File: config.mk
export PLATFORM = sky130hd
export DESIGN_NAME = ld_result_bypass
export DESIGN_NICKNAME = d
export VERILOG_FILES = /design/src/rtl/ld_result_bypass.sv
export SDC_FILE = /design/constraint.sdc
export NUM_CORES = 1
export LEC_CHECK = 0
export ABC_AREA = 1
export CAP_MARGIN = 10
export CORE_MARGIN = 1
export CORE_UTILIZATION = 45
export CTS_CLUSTER_DIAMETER = 120
export DETAILED_ROUTE_END_ITERATION = 12
export PLACE_DENSITY_LB_ADDON = 0.2
export RECOVER_POWER = 50
export SLEW_MARGIN = 0
export SYNTH_ARGS = -nofsm -noshare
export SYNTH_HDL_FRONTEND = slang
export SYNTH_SLANG_ARGS = --single-unit
export TNS_END_PERCENT = 20
File: constraint.sdc
create_clock -name clk -period 7.85 [get_ports clk]
set_input_delay 2.355 -clock clk [delete_from_list [all_inputs] [get_ports clk]]
set_output_delay 2.355 -clock clk [all_outputs]
set_load 0.01 [all_outputs]
File: src/rtl/ld_result_bypass.sv
// Load-result tracker: pending-load FIFO, returned-data result register, per-source
// forward/stall decode and RF write-back. `LD_RESULT_BYPASS_FLUSH_EN adds a flush input.

module ld_result_bypass_src #(
  parameter int RF_ADDR_WIDTH = 5,
  parameter int DATA_WIDTH    = 32,
  parameter int DEPTH         = 4
) (
  input  logic [DEPTH-1:0][RF_ADDR_WIDTH-1:0] fifo,
  input  logic [DEPTH-1:0]                    ent_vld,
  input  logic [RF_ADDR_WIDTH-1:0]            src_addr,
  input  logic                                res_valid,
  input  logic [RF_ADDR_WIDTH-1:0]            res_addr,
  input  logic [DATA_WIDTH-1:0]               res_data,
  output logic                                pend,
  output logic                                fwd_valid,
  output logic [DATA_WIDTH-1:0]               fwd_data
);
  logic nz, hit;

  assign nz = (src_addr != '0);

  always_comb begin
    pend = 1'b0;
    for (int i = 0; i < DEPTH; i++)
      if (ent_vld[i] && fifo[i] == src_addr) pend = 1'b1;
    pend = pend && nz;
  end

  // A younger in-flight load to the same register hides the older returned value
  assign hit       = res_valid && res_addr == src_addr && nz;
  assign fwd_valid = hit && !pend;
  assign fwd_data  = fwd_valid ? res_data : '0;
endmodule

module ld_result_bypass #(
  parameter int RF_ADDR_WIDTH = 5,
  parameter int DATA_WIDTH    = 32,
  parameter int DEPTH         = 4
) (
  input  logic                     clk,
  input  logic                     rst,
`ifdef LD_RESULT_BYPASS_FLUSH_EN
  input  logic                     flush,
`endif
  input  logic                     ld_issue_valid,
  input  logic [RF_ADDR_WIDTH-1:0] ld_issue_rdaddr,
  output logic                     ld_issue_ready,
  input  logic                     dc_resp_valid,
  input  logic [DATA_WIDTH-1:0]    dc_resp_data,
  output logic                     dc_resp_ready,
  input  logic [RF_ADDR_WIDTH-1:0] rs1_addr,
  input  logic [RF_ADDR_WIDTH-1:0] rs2_addr,
  output logic                     rs1_fwd_valid,
  output logic [DATA_WIDTH-1:0]    rs1_fwd_data,
  output logic                     rs2_fwd_valid,
  output logic [DATA_WIDTH-1:0]    rs2_fwd_data,
  output logic                     ld_stall,
  output logic                     wb_valid,
  output logic [RF_ADDR_WIDTH-1:0] wb_rdaddr,
  output logic [DATA_WIDTH-1:0]    wb_data,
  input  logic                     wb_ready
);
  localparam int PW        = $clog2(DEPTH);
  localparam int CW        = PW + 1;
  localparam int NUM_LANES = 2;

  logic [DEPTH-1:0][RF_ADDR_WIDTH-1:0] fifo;
  logic [DEPTH-1:0]                    ent_vld;
  logic [PW-1:0]                       wr_ptr, rd_ptr;
  logic [CW-1:0]                       count;
  logic                                push, pop;
  logic                                res_valid;
  logic [RF_ADDR_WIDTH-1:0]            res_addr;
  logic [DATA_WIDTH-1:0]               res_data;

`ifdef LD_RESULT_BYPASS_FLUSH_EN
  logic [CW-1:0] drop_cnt;
  logic          draining, drop_dec;

  assign draining       = (drop_cnt != '0);
  assign drop_dec       = draining && dc_resp_valid;
  assign ld_issue_ready = !rst && (count != CW'(DEPTH)) && !draining;
  assign dc_resp_ready  = draining || !res_valid || wb_ready;

  // Stale responses still owed by the Dcache are swallowed here
  always_ff @(posedge clk or posedge rst) begin
    if (rst)           drop_cnt <= '0;
    else if (flush)    drop_cnt <= drop_cnt + count - CW'(pop) - CW'(drop_dec);
    else if (drop_dec) drop_cnt <= drop_cnt - 1'b1;
  end
`else
  assign ld_issue_ready = !rst && (count != CW'(DEPTH));
  assign dc_resp_ready  = !res_valid || wb_ready;
`endif

  assign push = ld_issue_valid && ld_issue_ready;
  assign pop  = dc_resp_valid && dc_resp_ready && (count != '0);

  for (genvar i = 0; i < DEPTH; i++) begin : g_ent
    logic [PW-1:0] off;
    assign off        = PW'(i) - rd_ptr;
    assign ent_vld[i] = {1'b0, off} < count;
  end

  always_ff @(posedge clk or posedge rst) begin
    if (rst) begin
      fifo   <= '0;
      wr_ptr <= '0;
      rd_ptr <= '0;
      count  <= '0;
    end
`ifdef LD_RESULT_BYPASS_FLUSH_EN
    else if (flush) begin
      wr_ptr <= '0;
      rd_ptr <= '0;
      count  <= '0;
    end
`endif
    else begin
      if (push) begin
        fifo[wr_ptr] <= ld_issue_rdaddr;
        wr_ptr       <= wr_ptr + 1'b1;
      end
      if (pop) rd_ptr <= rd_ptr + 1'b1;
      count <= count + CW'(push) - CW'(pop);
    end
  end

  always_ff @(posedge clk or posedge rst) begin
    if (rst) begin
      res_valid <= 1'b0;
      res_addr  <= '0;
      res_data  <= '0;
    end
`ifdef LD_RESULT_BYPASS_FLUSH_EN
    else if (flush) begin
      res_valid <= 1'b0;
      res_addr  <= '0;
      res_data  <= '0;
    end
`endif
    else if (pop) begin
      res_valid <= 1'b1;
      res_addr  <= fifo[rd_ptr];
      res_data  <= dc_resp_data;
    end else if (res_valid && (wb_ready || res_addr == '0)) begin
      res_valid <= 1'b0;
    end
  end

  assign wb_valid  = res_valid && (res_addr != '0);
  assign wb_rdaddr = res_addr;
  assign wb_data   = res_data;

  logic [NUM_LANES-1:0][RF_ADDR_WIDTH-1:0] src_addr;
  logic [NUM_LANES-1:0]                    src_pend, src_fwd;
  logic [NUM_LANES-1:0][DATA_WIDTH-1:0]    src_data;

  assign src_addr = {rs2_addr, rs1_addr};

  for (genvar l = 0; l < NUM_LANES; l++) begin : g_src
    ld_result_bypass_src #(
      .RF_ADDR_WIDTH(RF_ADDR_WIDTH), .DATA_WIDTH(DATA_WIDTH), .DEPTH(DEPTH)
    ) u_src (
      .fifo(fifo), .ent_vld(ent_vld), .src_addr(src_addr[l]),
      .res_valid(res_valid), .res_addr(res_addr), .res_data(res_data),
      .pend(src_pend[l]), .fwd_valid(src_fwd[l]), .fwd_data(src_data[l])
    );
  end

  assign rs1_fwd_valid = src_fwd[0];
  assign rs1_fwd_data  = src_data[0];
  assign rs2_fwd_valid = src_fwd[1];
  assign rs2_fwd_data  = src_data[1];
  assign ld_stall      = |src_pend;
endmodule

==> flow_metrics.tcl, run 1 <==
set metrics [dict create \
    status "finished, violations left" \
    ys_top_cells_by_area "dfrtp_1 40%, nand2_1 16%, nor2_1 7.4%, o21ai_0 7.4%, inv_1 6.9%" \
    clock_path_buffers 2 \
    cts_made_buffers 9 \
    yosys_most_used_dff "dfrtp_1" \
    finalPower_w 0.00191 \
    path_class "input port to primary output" \
    yosys.area.top_type_share 0.401 \
    powerDensity_nw_per_um2 328 \
    nets 779 \
    wirelength_um 12000 \
    grt_pass1_wl_um 19500 \
    rows 34 \
    die_area_sq_um 9390 \
    cp.arrival_ns 4.92 \
    post_cts_buffers 0 \
    path_clk_slew_ns 0.08 \
    ant_nets 0 \
    holdWs_ns 0.576 \
    vias_per_cell 4.89 \
    globalRouteOverflowTotal 0 \
    yosysMostFrequentCell "nand2_1" \
    fmax_mhz 137 \
    synth.distinct_cells 28 \
    fin_crit_ns 7.27 \
    vias 4055 \
    drive_above_1_share 0.0472 \
    yosys_warnings 0 \
    drc_errors 0 \
    root_buffer "clkbuf_8" \
    numPortBuffers 158 \
    cap_violations 2 \
    holdBufCountCts 0 \
    crit_fanout 33 \
    dr.pass1.iters 4 \
    syn-instance-count 569 \
    drtIter0Drc 174 \
    fp.dieW_um 96.9 \
    track_usage 0.263 \
    die_height_um 96.9 \
    pin_count 159 \
    initial_core_util 0.465 \
    synth-edff-count 0 \
    cts_tree "yes" \
    htreeDepth 3 \
    fin_skew_ns 0.0160 \
    synthTopCellsByCount "171 x nand2_1, 80 x nor2_1, 75 x inv_1" \
    yosysTopAreaCell "dfrtp_1" \
    violations "capacitance limit, slew limit" \
    hold_viol 0 \
    syn_area_sq_um 4050 \
    setup_viol 0 \
    post_cts_resized 0 \
    finalMaxSlewViolations 140 \
    grt_pass1_vias 3821 \
    max-vdd-ir-drop_uv 194 \
    cp.required_ns 5.50 \
    clkLatencyLatePin_ns 0.35 \
    p_leak_nw 2.74 \
    core_sq_um 8720 \
    syn_nets 632 \
    place_congestion 0.910 \
    hp-class "register to register" \
    area_growth_pct 43.7 \
    antenna_found_initial 0 \
    grt_max_degree 74 \
    slew_headroom -1.27 \
    ys_seq_elements 65 \
    cts_sinks 65 \
    period_share 0.926 \
    async_flop_share 1.00 \
    startpoint_type "input port" \
    worstMarginPinSlew_ns 3.41 \
    wire_per_inst_um 14.5 \
    antennaDiodeCount 0 \
    fin_setup_tns_ns 0 \
    synth_area_per_cell_sq_um 7.12 \
    rsz0062_at_grt "no" \
    end_kind "primary output" \
    yosysSeqAreaShare 0.401 \
    hpwl_um 9280 \
]
==> registers in the layout (all words and copies together) (netlist names) <==
name / flops
count: 3
fifo: 20
rd_ptr: 2
res_valid: 1
wb_data: 32
wb_rdaddr: 5
wr_ptr: 2
==> per-layer routing <==
layer | share of wire | track usage | vias to the layer above
met1 | 0.42 | 0.325 | 1865
met5 | 0 | 0 | -
li1 | - | - | 2030
met2 | 0.51 | 0.454 | 140
met4 | 0.023 | 0.107 | 0
met3 | 0.054 | 0.0462 | 20
==> where the power goes <==
part	internal [W]	total, W	switching [W]
Clock	0.000181	0.000320	0.000139
Combinational	0.000400	0.000950	0.000550
Sequential	0.000494	0.000639	0.000145
==> area by class of cell <==
type | count | area (sq um)
Clock buffer | 9 | 124
Clock inverter | 7 | 103
Fill cell | 763 | 2900
Inverter | 79 | 297
Multi-Input combinational cell | 402 | 1960
Sequential cell | 65 | 1630
Tap cell | 108 | 135
Timing Repair Buffer | 159 | 1590
==> final timing paths <==
check,from,to,slack [ns],depth (start not counted)
min reg2reg,wb_data[14]$_DFFE_PP0P_,wb_data[14]$_DFFE_PP0P_,0.58,2
min,wb_data[14]$_DFFE_PP0P_,wb_data[14]$_DFFE_PP0P_,0.58,2
min in group asynchronous,rst,count[2]$_DFF_PP0_,3.78,3
max,rs1_addr[4],rs1_fwd_data[18],0.58,8
max reg2reg,res_valid$_DFFE_PP0P_,count[1]$_DFF_PP0_,4.45,7
max in group asynchronous,rst,fifo[8]$_DFFE_PP0P_,2.14,3
==> cells in the final DEF, fill, tap and decap left out, types with 10 or more instances in the layout <==
cell | Yosys | layout
nand2_1 | 171 | 171
clkdlybuf4s50_1 | 0 | 119
nor2_1 | 80 | 82
inv_1 | 75 | 75
dfrtp_1 | 65 | 65
o21ai_0 | 60 | 60
dlygate4sd3_1 | 0 | 39
xnor2_1 | 22 | 22
nor2_2 | 15 | 13
ha_1 | 10 | 10
==> stage by stage <==
stage | cell area [sq um] | util | cells | setup slack, ns
final | 5830 | 0.668 | 829 | 0.577
after CTS | 5830 | 0.669 | 829 | 0.611
after global placement | 5610 | 0.643 | 813 | 0.696
after floorplan | 4050 | - | 569 | 2.10
after detailed placement | 5610 | 0.643 | 813 | 0.610
after global routing | 5830 | 0.668 | 829 | 0.360
==> critical path, stage by stage <==
cell and delay [ns]:
clkdlybuf4s50_1 0.61, or2_0 0.30, a21oi_1 0.13, nand4_1 0.10, nor2_2 0.11, nand2_2 0.43
nor2_1 0.28, clkdlybuf4s50_1 0.58
==> kinds of logic (layout without fill, tap and decap cells) <==
logic type      after synthesis  in the layout  share of synthesized area
simple gates                286            286                      0.283
buf+inv                     102            254                      0.115
compound gates               74             74                     0.0979
flops                        65             65                      0.401
xor+xnor                     31             31                     0.0670
fa+ha+maj                    11             11                     0.0358
Note: power is estimated with default switching activity, not from simulation.
==> run 2, diff against run 1 <==
--- a/config.mk
+++ b/config.mk
@@ -11,10 +11,12 @@
 export CORE_UTILIZATION = 45
 export CTS_CLUSTER_DIAMETER = 120
 export DETAILED_ROUTE_END_ITERATION = 12
+export MAX_ROUTING_LAYER = met4
 export PLACE_DENSITY_LB_ADDON = 0.2
 export RECOVER_POWER = 50
 export SLEW_MARGIN = 0
 export SYNTH_ARGS = -nofsm -noshare
 export SYNTH_HDL_FRONTEND = slang
+export SYNTH_HIERARCHICAL = 1
 export SYNTH_SLANG_ARGS = --single-unit
 export TNS_END_PERCENT = 20
==> run 2 against run 1 <==
- the flow still finishes with violations (capacitance limit, slew limit)
- first-iteration DRC count grew 62%
- sequential power grew 17%
- global-route usage is essentially flat
- count of clock-buffer cells in the layout grew 2
- routed wire length grew 11%
- non-clock buffer count grew 2
- final area grew 11%
- worst hold slack lost 0.045 ns
- clock power shrank 1%
- utilization shrank 1.4 points
- fmax grew 3.6%
- largest cell class unchanged
- highest routed layer unchanged
==> flow_metrics.tcl, run 2 <==
set metrics [dict create \
    hold_viol 0 \
    rows 36 \
    vias_per_cell 4.83 \
    critical_path.slowest_cell "clkdlybuf4s50_1" \
    path_class "input port to primary output" \
    fin_crit_ns 7.02 \
    core_sq_um 9860 \
    holdBufCountCts 0 \
    root_buffer "clkbuf_8" \
    syn-instance-count 718 \
    use_met1 0.327 \
    violations "capacitance limit, slew limit" \
    fp.dieW_um 103 \
    critical_path_depth 8 \
    finalMaxSlewViolations 95 \
    cp.arrival_ns 4.66 \
    rr_worst_depth 5 \
    initial_core_util 0.469 \
    syn_nets 781 \
    dp.cells 989 \
    grt_max_degree 53 \
    grt_pass1_vias 4549 \
    antennaDiodeCount 0 \
    numPortBuffers 158 \
    clkLatencyLatePin_ns 0.35 \
    largest_register_ffs 32 \
    synth-edff-count 0 \
    gr-usage-met2 0.432 \
    hp-class "register to register" \
    yosysTopAreaCell "dfrtp_1" \
    nets 930 \
    cts_tree "yes" \
    cts_made_buffers 9 \
    min_path_cells 2 \
    yosysSeqAreaShare 0.352 \
    synth.distinct_cells 24 \
    track_usage 0.264 \
    clock_path_buffers 2 \
    pin_count 159 \
    slew_headroom -0.851 \
    powerDensity_nw_per_um2 323 \
    post_cts_resized 0 \
    yosysMostFrequentCell "nand2_1" \
    fin_setup_tns_ns 0 \
    intPower_w 0.00113 \
    seq_power_share 0.358 \
    p_leak_nw 3.38 \
    cp_slowest_stage_delay_ns 0.56 \
    yosys_most_used_dff "dfrtp_1" \
    yosys.area.top_type_share 0.352 \
    antenna_found_initial 0 \
    htreeDepth 3 \
    setup_viol 0 \
    power_switching_w 0.000951 \
    final_common_cell "nand2_1" \
    power_switching_share 0.457 \
    place_congestion 0.950 \
    max-vdd-ir-drop_uv 156 \
    yosys_warnings 6 \
    ant_nets 0 \
    wire_per_inst_um 13.3 \
    wirelength_um 13400 \
    grt_pass1_wl_um 21100 \
    finalWorstSetupSlack_ns 0.833 \
    crit_fanout 33 \
    met3_usage 0.0444 \
    globalRouteOverflowTotal 0 \
    combinationalPowerShare 0.491 \
    period_share 0.894 \
    crit_chain "clkdlybuf4s50_1, xor2_1, nor2_1, nand2_1, nor3_2, nand2_4, nor2_1, clkdlybuf4s50_1" \
    crit_buf_inv 2 \
    status "finished, violations left" \
    worstMarginPinSlew_ns 2.78 \
    fillers 884 \
    cap_violations 2 \
    cp.required_ns 5.50 \
    busiest_layer "met2" \
    startpoint_type "input port" \
    hpwl_um 10200 \
    end_kind "primary output" \
    drc_errors 0 \
    cts_sinks 65 \
    ys_seq_elements 65 \
    post_cts_buffers 0 \
    ys_top_cells_by_area "dfrtp_1 35%, nand2_1 24%, inv_1 8.9%, nor2_2 8.4%, nand3_1 3.6%" \
    fin_cells 1005 \
    die_area_sq_um 10700 \
    rsz0062_at_grt "no" \
    drtIter0Drc 282 \
    dr.pass1.iters 5 \
    die_height_um 103 \
    final_cell_mix "293 x nand2_1, 139 x clkdlybuf4s50_1, 110 x inv_1, 65 x dfrtp_1, 62 x nor2_2" \
    area_growth_pct 39.6 \
    fin_skew_ns 0.0143 \
    finalPower_w 0.00208 \
    crit_family "buffers and inverters" \
    clockPowerShare 0.152 \
    dp_slack_ns 0.836 \
    vias 4858 \
    fmax_mhz 143 \
    synthTopCellsByCount "293 x nand2_1, 110 x inv_1, 65 x dfrtp_1" \
    synth_area_per_cell_sq_um 6.44 \
    async_flop_share 1.00 \
    path_clk_slew_ns 0.08 \
    drive_above_1_share 0.117 \
    syn_area_sq_um 4620 \
]
[run 2: changes by cell type after synthesis, sizes merged, moves of 20 or more]
| cell | delta |
|---|---|
| nand2 | +122 |
| o21ai | -52 |
| inv | +45 |
| nand3 | +27 |
| xnor2 | -21 |
| nand4 | +20 |
[run 2: logic make-up (layout without fill, tap and decap cells)]
kind of cell    after synthesis  count (layout)  share of synthesized area
simple gates                470             470                      0.449
buf+inv                     147             301                      0.133
flops                        65              65                      0.352
compound gates               16              16                     0.0173
fa+ha+maj                    11              11                     0.0314
xor+xnor                      9               9                     0.0171
[run 2: cell type report]
cell class                      instances  area [sq um]  share of cell area
Clock buffer                           11           141              0.0219
Tap cell                              133           166              0.0258
Timing Repair Buffer                  161          1600               0.248
Clock inverter                          5          78.8              0.0122
Inverter                              124           465              0.0722
Sequential cell                        65          1630               0.252
Multi-Input combinational cell        506          2370               0.368
[run 2: worst min-delay path, cell delays in order, from the launching register on]
cell     delay (ns)
dfrtp_1        0.38
nand2_1        0.06
nand2_1        0.05
[run 2: power groups by stage]
stage	clock (W)	sequential, W	combinational, W
global placement	0	0.000737	0.00101
finish	0.000316	0.000745	0.00102
CTS	0.000322	0.000743	0.00104
floorplan	0	0.000697	0.000634
detailed placement	0	0.000746	0.00104
global route	0.000332	0.000779	0.00116
[run 2: stage by stage]
step	utilization	area [sq um]	hold WS, ns
finish	0.654	6450	0.531
global route	0.654	6450	0.549
CTS	0.655	6460	0.538
detailed placement	0.633	6240	0.521
global placement	0.633	6240	0.511
floorplan	-	4620	0.492
[run 2: final timing paths]
| kind | start | to | slack, ns |
|---|---|---|---|
| setup reg to reg | count[0]$_DFF_PP0_ | rd_ptr[1]$_DFFE_PP0P_ | 5.29 |
| hold / removal | wb_data[10]$_DFFE_PP0P_ | wb_data[10]$_DFFE_PP0P_ | 0.53 |
| hold reg to reg | wb_data[10]$_DFFE_PP0P_ | wb_data[10]$_DFFE_PP0P_ | 0.53 |
| min in group asynchronous | rst | fifo[11]$_DFFE_PP0P_ | 2.56 |
| max in group asynchronous | rst | wb_data[30]$_DFFE_PP0P_ | 2.26 |
| setup / recovery | rs2_addr[4] | rs2_fwd_data[31] | 0.83 |
[run 2: per-layer routing]
layer	vias up	share of wire	wire [um]
met5	-	0	0
met2	163	0.49	6490
met3	18	0.050	671
li1	2438	-	-
met4	0	0.020	266
met1	2239	0.44	5930
==> run 3, diff against run 2 <==
--- a/config.mk
+++ b/config.mk
@@ -6,11 +6,11 @@
 export NUM_CORES = 1
 export LEC_CHECK = 0
 export ABC_AREA = 1
-export CAP_MARGIN = 10
 export CORE_MARGIN = 1
 export CORE_UTILIZATION = 45
 export CTS_CLUSTER_DIAMETER = 120
 export DETAILED_ROUTE_END_ITERATION = 12
+export GPL_ROUTABILITY_DRIVEN = 0
 export MAX_ROUTING_LAYER = met4
 export PLACE_DENSITY_LB_ADDON = 0.2
 export RECOVER_POWER = 50
==> run 3 against run 2 <==
- the run still ends with capacitance limit, slew limit left
- sequential cell count did not move
- clock power grew 2%
- combinational power barely moved
- power grew 0.36%
- setup slack improved by 0.0094 ns
- final area is 0.12% higher
- non-clock buffer count stayed put
- fmax grew 0.13%
==> flow_metrics.tcl, run 3 (synthesized netlist as in run 2, its figures left out) <==
set metrics [dict create \
    max-vdd-ir-drop_uv 165 \
    drive_above_1_share 0.118 \
    clkLatencyLatePin_ns 0.35 \
    finalPower_w 0.00209 \
    slew_headroom -0.769 \
    post_cts_buffers 0 \
    wire_per_inst_um 13.2 \
    path_common_cell "nand2_1" \
    intPower_w 0.00113 \
    area_growth_pct 39.7 \
    crit_fanout 33 \
    initial_core_util 0.469 \
    crit_chain "clkdlybuf4s50_1, inv_2, nand2_1, nand2_1, nor2_1, nand3_1, nand2_1, nor2_2, nand2_4, nor2_2, clkdlybuf4s50_1" \
    grt_max_degree 52 \
    hold_viol 0 \
    fin_crit_ns 7.01 \
    setup_viol 0 \
    status "finished, violations left" \
    grt_pass1_vias 4386 \
    globalRouteOverflowTotal 0 \
    fp.dieW_um 103 \
    post_cts_resized 0 \
    largest_register_ffs 32 \
    final_common_cell "nand2_1" \
    fillers 867 \
    worstMarginPinSlew_ns 2.65 \
    rows 36 \
    power_switching_share 0.458 \
    fin_cells 1005 \
    nets 930 \
    clockPowerShare 0.154 \
    final_cell_mix "293 x nand2_1, 140 x clkdlybuf4s50_1, 110 x inv_1, 65 x dfrtp_1, 62 x nor2_2" \
    rsz0062_at_grt "no" \
    grt_pass1_wl_um 20600 \
    antennaDiodeCount 0 \
    numPortBuffers 158 \
    path_class "input port to primary output" \
    combinationalPowerShare 0.489 \
    cts_sinks 65 \
    vias 4837 \
    seq_power_share 0.357 \
    startpoint_type "input port" \
    path_clk_slew_ns 0.08 \
    hp-class "register to register" \
    dp.cells 989 \
    htreeDepth 3 \
    die_height_um 103 \
    drc_errors 0 \
    dr.pass1.iters 5 \
    antenna_found_initial 0 \
    root_buffer "clkbuf_8" \
    hpwl_um 10100 \
    cap_violations 2 \
    finalWorstSetupSlack_ns 0.843 \
    fin_setup_tns_ns 0 \
    crit_buf_inv 3 \
    finalMaxSlewViolations 94 \
    drtIter0Drc 256 \
    track_usage 0.258 \
    p_leak_nw 3.38 \
    critical_path.slowest_cell "clkdlybuf4s50_1" \
    cts_made_buffers 9 \
    powerDensity_nw_per_um2 324 \
    ant_nets 0 \
    cp.arrival_ns 4.65 \
    dp_slack_ns 0.833 \
    cp_slowest_stage_delay_ns 0.57 \
    period_share 0.893 \
    crit_family "buffers and inverters" \
    cp.required_ns 5.50 \
    holdWs_ns 0.528 \
    fmax_mhz 143 \
    vias_per_cell 4.81 \
    power_switching_w 0.000957 \
    core_sq_um 9860 \
    die_area_sq_um 10700 \
    violations "capacitance limit, slew limit" \
    fin_skew_ns 0.0146 \
    wirelength_um 13300 \
    seq_area_sq_um 1630 \
    end_kind "primary output" \
    holdBufCountCts 0 \
    pin_count 159 \
    cts_tree "yes" \
    multi_input_area_sq_um 2370 \
    clock_path_buffers 2 \
]
run 3: changes by cell type in the layout (fill, tap and decap cells not counted), sizes merged:
cell	before	now
clkinvlp	0	1
dlygate4sd3	19	18
inv	124	125
clkbuf	13	12
clkinv	3	2
clkdlybuf4s50	139	140
run 3: metrics by stage:
step / instance area (sq um) / utilization
global placement: 6240 / 0.633
CTS: 6470 / 0.656
detailed placement: 6240 / 0.633
finish: 6460 / 0.655
global route: 6460 / 0.655
floorplan: 4620 / -
run 3: worst paths after layout:
check,startpoint,endpoint,slack (ns),depth (start not counted)
min in group asynchronous,rst,fifo[15]$_DFFE_PP0P_,2.59,2
min,wb_data[11]$_DFFE_PP0P_,wb_data[11]$_DFFE_PP0P_,0.53,2
min reg2reg,wb_data[11]$_DFFE_PP0P_,wb_data[11]$_DFFE_PP0P_,0.53,2
max,rs2_addr[4],rs2_fwd_data[4],0.84,11
max in group asynchronous,rst,wb_data[29]$_DFFE_PP0P_,2.33,3
max reg2reg,count[0]$_DFF_PP0_,count[2]$_DFF_PP0_,5.27,11
run 3: layer usage:
| layer | up-vias | part of all wire | global-route usage |
|---|---|---|---|
| li1 | 2428 | - | - |
| met1 | 2195 | 0.42 | 0.320 |
| met2 | 185 | 0.50 | 0.425 |
| met3 | 29 | 0.060 | 0.0397 |
| met4 | 0 | 0.025 | 0.0986 |
| met5 | - | 0 | - |
run 3: worst min-delay path, cell delays in order (launching register included):
cell	delay [ns]
dfrtp_1	0.38
nand2_1	0.06
nand2_1	0.05
run 3: layout make-up:
| cell class | instances | share of cell area |
|---|---|---|
| clock inverters | 6 | 0.0140 |
| well taps | 133 | 0.0258 |
| repair buffers | 161 | 0.247 |
| clock buffers | 10 | 0.0213 |
| inverters | 124 | 0.0721 |
| flip-flops and latches | 65 | 0.252 |
| multi-input cells | 506 | 0.368 |
run 3: power by group through the flow:
| stage | logic, W | registers [W] | clock network, W |
|---|---|---|---|
| floorplan | 0.000634 | 0.000697 | 0 |
| global placement | 0.00100 | 0.000736 | 0 |
| detailed placement | 0.00103 | 0.000746 | 0 |
| CTS | 0.00104 | 0.000742 | 0.000327 |
| global route | 0.00115 | 0.000777 | 0.000343 |
| finish | 0.00102 | 0.000745 | 0.000321 |
